### config.mk
export PLATFORM = sky130hd
export DESIGN_NAME = adsr_envelope
export DESIGN_NICKNAME = d
export VERILOG_FILES = /design/src/rtl/adsr_envelope.sv
export SDC_FILE = /design/constraint.sdc
export NUM_CORES = 1
export LEC_CHECK = 0
export ABC_CLOCK_PERIOD_IN_PS = 5640
export CORE_MARGIN = 2
export CORE_UTILIZATION = 58
export DETAILED_ROUTE_END_ITERATION = 16
export HOLD_SLACK_MARGIN = 0.02
export PLACE_DENSITY = 0.82
export SLEW_MARGIN = 15
export SYNTH_ARGS = -nofsm -noshare
export SYNTH_HDL_FRONTEND = slang
export SYNTH_SLANG_ARGS = --single-unit
### constraint.sdc
create_clock -name clk -period 5.64 [get_ports clk]
set_clock_uncertainty 0.05 [all_clocks]
set_input_delay 1.128 -clock clk [delete_from_list [all_inputs] [get_ports clk]]
set_output_delay 1.128 -clock clk [all_outputs]
set_load 0.005 [all_outputs]
### src/rtl/adsr_envelope.sv
// ADSR amplitude envelope feeding the pwm block: emits {period, duty}, where
// duty is the envelope level scaled into the note period latched at key-down.
module adsr_envelope #(
    parameter int TICK_DIV = 1000,
    parameter int PRESC_W  = 16
) (
    input  logic        clk,
    input  logic        reset,
    input  logic        gate,
    input  logic [7:0]  note_period,
    input  logic [7:0]  attack_rate,
    input  logic [7:0]  decay_rate,
    input  logic [7:0]  sustain_level,
    input  logic [7:0]  release_rate,
    output logic [15:0] pwm_reg,
    output logic [7:0]  env_level,
    output logic        active
);

    typedef enum logic [2:0] {
        IDLE,
        ATTACK,
        DECAY,
        SUSTAIN,
        RELEASE
    } state_t;

    localparam logic [PRESC_W-1:0] TICK_LAST = PRESC_W'(TICK_DIV - 1);

    state_t              state, state_next;
    logic [7:0]          level_next;
    logic [7:0]          period_q;
    logic                gate_q;
    logic [PRESC_W-1:0]  prescaler;
    logic                tick;
    logic                rise, fall;
    logic [8:0]          attack_sum;
    logic [7:0]          attack_sat;
    logic [7:0]          decay_room;
    logic [15:0]         product;

    assign tick       = (prescaler == TICK_LAST);
    assign rise       = gate & ~gate_q;
    assign fall       = ~gate & gate_q;
    assign attack_sum = {1'b0, env_level} + {1'b0, attack_rate};
    assign attack_sat = attack_sum[8] ? 8'hFF : attack_sum[7:0];
    // Only meaningful when env_level > sustain_level, which is when DECAY subtracts.
    assign decay_room = env_level - sustain_level;
    assign product    = 16'(env_level) * 16'(period_q);

    // NOTE: sequential state uses non-blocking assignments so every register
    // samples the pre-edge values regardless of statement order.
    always_ff @(posedge clk) begin
        if (reset) begin
            state     <= IDLE;
            env_level <= 8'd0;
            period_q  <= 8'd0;
            gate_q    <= 1'b0;
            prescaler <= '0;
            pwm_reg   <= 16'h0000;
            active    <= 1'b0;
        end else begin
            state     <= state_next;
            env_level <= level_next;
            gate_q    <= gate;
            prescaler <= tick ? '0 : prescaler + PRESC_W'(1);
            if (rise) begin
                period_q <= note_period;
            end
            pwm_reg   <= {period_q, product[15:8]};
            active    <= (state != IDLE);
        end
    end

    // NOTE: both outputs of this block get a default first so no path can
    // leave them unassigned and infer a latch.
    always_comb begin
        state_next = state;
        level_next = env_level;
        if (rise) begin
            // Retrigger keeps the current level to avoid an audible click.
            state_next = ATTACK;
        end else if (fall && (state == ATTACK || state == DECAY || state == SUSTAIN)) begin
            state_next = RELEASE;
        end else if (tick) begin
            unique case (state)
                ATTACK: begin
                    level_next = attack_sat;
                    if (attack_sat == 8'hFF) begin
                        state_next = DECAY;
                    end
                end
                DECAY: begin
                    if (env_level <= sustain_level) begin
                        level_next = sustain_level;
                        state_next = SUSTAIN;
                    end else if (decay_rate >= decay_room) begin
                        level_next = sustain_level;
                    end else begin
                        level_next = env_level - decay_rate;
                    end
                end
                SUSTAIN: level_next = sustain_level;
                RELEASE: begin
                    if (release_rate >= env_level) begin
                        level_next = 8'd0;
                        state_next = IDLE;
                    end else begin
                        level_next = env_level - release_rate;
                    end
                end
                default: level_next = 8'd0;
            endcase
        end
    end

endmodule

==> Word level (Yosys, flattened, before mapping) <==
Cells that the tools add are included.
{ "word_totals": {"regBits": 53, "in_bits": 43, "elab_cells": 67} }
{ "op_classes": {"order_cmp": 3, "muxes": 12, "multipliers": 1, "addsub": 5, "n_eq_ne": 15, "bitwise": 6, "n_reduce_logical": 16} }
{ "op_table": {"columns": ["operator", "n"], "rows": [
  ["two-way mux 8 bit", 4],
  ["case mux 8 bit (4 select lines)", 1],
  ["subtractor 8 bit", 3],
  ["adder 16 x 1 -> 16 bit (second input constant)", 1],
  ["== test 16 x 10 -> 1 bit (second input constant)", 1],
  [">= comparator 8 bit", 2],
  ["multiplier 8 x 8 -> 16 bit", 1],
  ["two-way mux 3 bit", 5],
  ["AND reduction 5 bit", 3],
  ["adder 8 x 8 -> 9 bit", 1],
  ["case mux 3 bit (3 select lines)", 1],
  ["nonzero test 3 bit", 3],
  ["== test 8 bit (second input constant)", 1],
  ["<= comparator 8 bit", 1],
  ["!= test 4 x 2 -> 1 bit (second input constant)", 2],
  ["== test 3 x 2 -> 1 bit (second input constant)", 2],
  ["!= test 3 x 1 -> 1 bit (second input constant)", 2],
  ["nonzero test 5 bit", 1],
  ["!= test 2 x 1 -> 1 bit (second input constant)", 2],
  ["!= test 4 bit (second input constant)", 1],
  ["inverter 1 bit", 4],
  ["nonzero test 4 bit", 1],
  ["OR reduction 2 bit", 2],
  ["== test 3 x 1 -> 1 bit (second input constant)", 1],
  ["10 further kinds", 12]
]} }

==> Depth between registers and ports, before layout <==
{ "depth": {"word_depth": 8, "mapped_depth": 17} }

==> Worst setup path after synthesis <==
OpenSTA, ideal clock, no wires.
{ "synth_path": {"path_kind": "flip-flop to flip-flop", "startpoint": "register env_level[1]", "endpoint": "register pwm_reg[5]", "arrival_time_ps": 4692, "t_required_ps": 5462, "setup_slack_ps": 771, "path_stages_with_launch": 17, "period_less_slack_ps": 4869, "path_cell_list": "dfxtp_1 -> clkbuf_1 -> nand2_1 -> fa_1 -> fa_1 -> inv_1 -> fa_1 -> inv_1 -> fa_1 -> inv_1 -> ha_1 -> a21o_1 -> a221o_1 -> a31o_2 -> o31ai_1 -> xor2_1 -> nor2_1"} }
{ "synth_via": {"elab_chain_len": 1} }
{ "synth_rtl": {"columns": ["element", "line", "text"], "rows": [
  ["start: declaration", "16", "output logic [7:0] env_level,"],
  ["start signal: assignment", "64", "env_level <= level_next;"],
  ["multiplier 8 x 8 -> 16 bit", "49", "assign product = 16'(env_level) * 16'(period_q);"],
  ["end signal: assignment", "70", "pwm_reg <= {period_q, product[15:8]};"],
  ["end: declaration", "15", "output logic [15:0] pwm_reg,"]
]} }
No other way between the ends.
A chain may end at the register's enable or synchronous reset.

==> Worst setup path in the final report <==
{ "layout_path": {"startpoint": "register env_level[3]", "endpoint": "register pwm_reg[5]"} }
Same word-level chain as after synthesis.

==> impl_metrics.ini <==
[run_status]
status = complete, no violations

[timing]
hold_ws_ns = 0.429
period_minus_slack_ns = 4.92
setup_viol = 0
rsz0062_at_grt = false
worstMarginPinSlew_ns = 1.08
fmax_mhz = 203
fin_setup_tns_ns = 0
final_max_slew_viol_count = 0
fin_crit_sh = 0.873
finalHoldViolCount = 0
relSlewSlack = 0.281

[global_routing]
grt_pass1_vias = 5191
grt_pass1_wl_mm = 24.5
grt_use_total = 0.273
antenna_found_initial = 0
grt_start_max_net_pins = 25
grt.overflow.total = 0

[placed_design]
dpl.hpwl_mm = 11.3
place_congestion = 0.939
dpl_cell_area_um2 = 6570
place.port_buffers = 67

[critical_path]
crit_chain = nand2_1, fa_1, fa_1, inv_1, fa_1, inv_1, fa_1, inv_1, ha_1, a21o_1, a221o_1, a31o_2, o31ai_1, xor2_1, nor2_1
slowest_delay_ns = 0.68
start_kind = flip-flop
crit_path_max_fanout = 14
crit_slowest_cell = dfxtp_1
worstPathArrival_ns = 5.02
critPathCaptureType = flip-flop
path_class = flip-flop to flip-flop
path_common_cell = fa_1
required_ns = 5.74

[logic_synthesis]
synth_warnings = 0
ys.flop_type = dfxtp_1
synth.cell_area_um2 = 5760
seq_area_frac_synth = 0.184
async_flop_share = 0
yosys_register_bits = 53
syn-num-nets = 839
synth_edf_count = 0
syn_inst = 684
synth_area_per_cell_um2 = 8.43
yosysUniqueCellTypes = 65

[cts]
clock-sinks = 53
cts_resized = 0
clock_path_buffers = 2
ctsHoldBuffers = 0
insertion_delay_ns = 0.31
clk_pin_slew_ns = 0.10
cts_tree = done
cts_buffers = 5
h-tree-depth = 2
root_buffer = clkbuf_8
cts_setup_buffers = 0

[route]
vias = 5079
totalWireLength_mm = 14.1
drtAntennaViolNets = 0
first_pass_iters = 5
wl_per_cell_um = 16.0
remaining_drc_errors = 0
first_iter_violations = 390
drt-vias-per-instance = 5.77

[die]
boundaryPins = 68
core_um2 = 9730
die_h_um = 104
die_area_um2 = 10700
row_count = 36
initial_core_util = 0.592
die-width_um = 104

[layout]
post-route-util = 0.684
nFillCells = 809
layout_common_cells = ha_1 (73), inv_1 (70), clkdlybuf4s50_1 (67), nand2_1 (58), and2_1 (54)
area_growth_syn_to_layout_pct = 15.5
fin_area_um2 = 6650
layout_commonest_cell = ha_1
fin_nets = 901
antennaDiodeCount = 0
drive_gt1_frac = 0.0402

[min_path]
hold_path.class = flip-flop to flip-flop

[power_and_ir_drop]
p_leak_nw = 3.16
power_density_nw_per_um2 = 115
power_uw = 767
vdd_drop_max_mv = 0.145

[run]
maxCapViolations = 0
## synthesized netlist by cell type (3+ instances only)
library cell | instances | share of area
a211oi_1 | 7 | 0.0091
ha_1 | 73 | 0.16
xor2_1 | 17 | 0.026
o21ai_0 | 13 | 0.011
o21a_1 | 5 | 0.0065
o21bai_1 | 5 | 0.0065
o22ai_1 | 3 | 0.0033
clkbuf_1 | 13 | 0.0085
a21o_1 | 18 | 0.023
nand2b_1 | 6 | 0.0065
a31oi_1 | 3 | 0.0033
inv_1 | 70 | 0.046
nand4_1 | 10 | 0.011
mux2i_1 | 7 | 0.012
o31ai_1 | 4 | 0.0052
o21ai_1 | 6 | 0.0052
a21oi_1 | 42 | 0.036
and2_1 | 54 | 0.059
nand2_1 | 58 | 0.038
and4_1 | 3 | 0.0046
xnor2_1 | 23 | 0.035
nor2b_1 | 15 | 0.016
fa_1 | 39 | 0.14
nand3_1 | 20 | 0.017
a221oi_2 | 3 | 0.0078
dfxtp_1 | 53 | 0.18
nor3_1 | 9 | 0.0078
and3_1 | 8 | 0.0087
a221oi_1 | 3 | 0.0046
nor2_1 | 47 | 0.031
## metrics by stage
step,std cells,setup WS [ns]
floorplan,684,0.771
global placement,872,0.832
detailed placement,872,0.695
CTS,880,0.685
global route,880,0.496
finish,880,0.716
## metal layers
layer / wire length [µm] / GRT usage
met4: 258 / 0.0656
met3: 736 / 0.0359
met1: 6300 / 0.360
met5: 0 / 0
met2: 6760 / 0.474
## final cells by class
class                           count  area [µm²]  share of cell area
Multi-Input combinational cell    541        4350               0.654
Inverter                           72         270              0.0406
Clock inverter                      2        13.8             0.00207
Timing Repair Buffer               73         716               0.108
Sequential cell                    53        1060               0.159
Clock buffer                        6        72.6              0.0109
Tap cell                          133         166              0.0250
## where the power goes
group          switching [mW]  leakage (nW)  internal [mW]
Combinational          0.0763          2.69         0.0761
Sequential             0.0136         0.430          0.382
Clock                   0.130        0.0456         0.0890
## path summary, 6_finish.rpt
check                            start                      end  slack [ns]  cells past startpoint
max          env_level[3]$_SDFFE_PP0P_    pwm_reg[5]$_SDFF_PP0_        0.72                     15
min            prescaler[0]$_SDFF_PP0_  prescaler[0]$_SDFF_PP0_        0.43                      1
max reg2reg  env_level[3]$_SDFFE_PP0P_    pwm_reg[5]$_SDFF_PP0_        0.72                     15
min reg2reg    prescaler[0]$_SDFF_PP0_  prescaler[0]$_SDFF_PP0_        0.43                      1
## critical path: cells and delay by family, from the launching register on
family | cells | cell delay [ns]
compound gates | 4 | 1.12
xor+xnor | 1 | 0.16
fa+ha+maj | 5 | 2.36
buf+inv | 3 | 0.14
flops | 1 | 0.68
simple gates | 2 | 0.22
## cells by family (layout without fill, tap and decap cells)
logic type,Yosys count,after routing,share of synthesized area
AO/OA/AOI/OAI,134,134,0.164
XOR/XNOR,40,40,0.0608
adder cells (fa/ha/maj),112,112,0.294
buffers and inverters,90,153,0.0604
flip-flops,53,53,0.184
multiplexers,8,8,0.0141
AND/OR/NAND/NOR,247,247,0.223
Note: power is estimated with default switching activity, not from simulation.
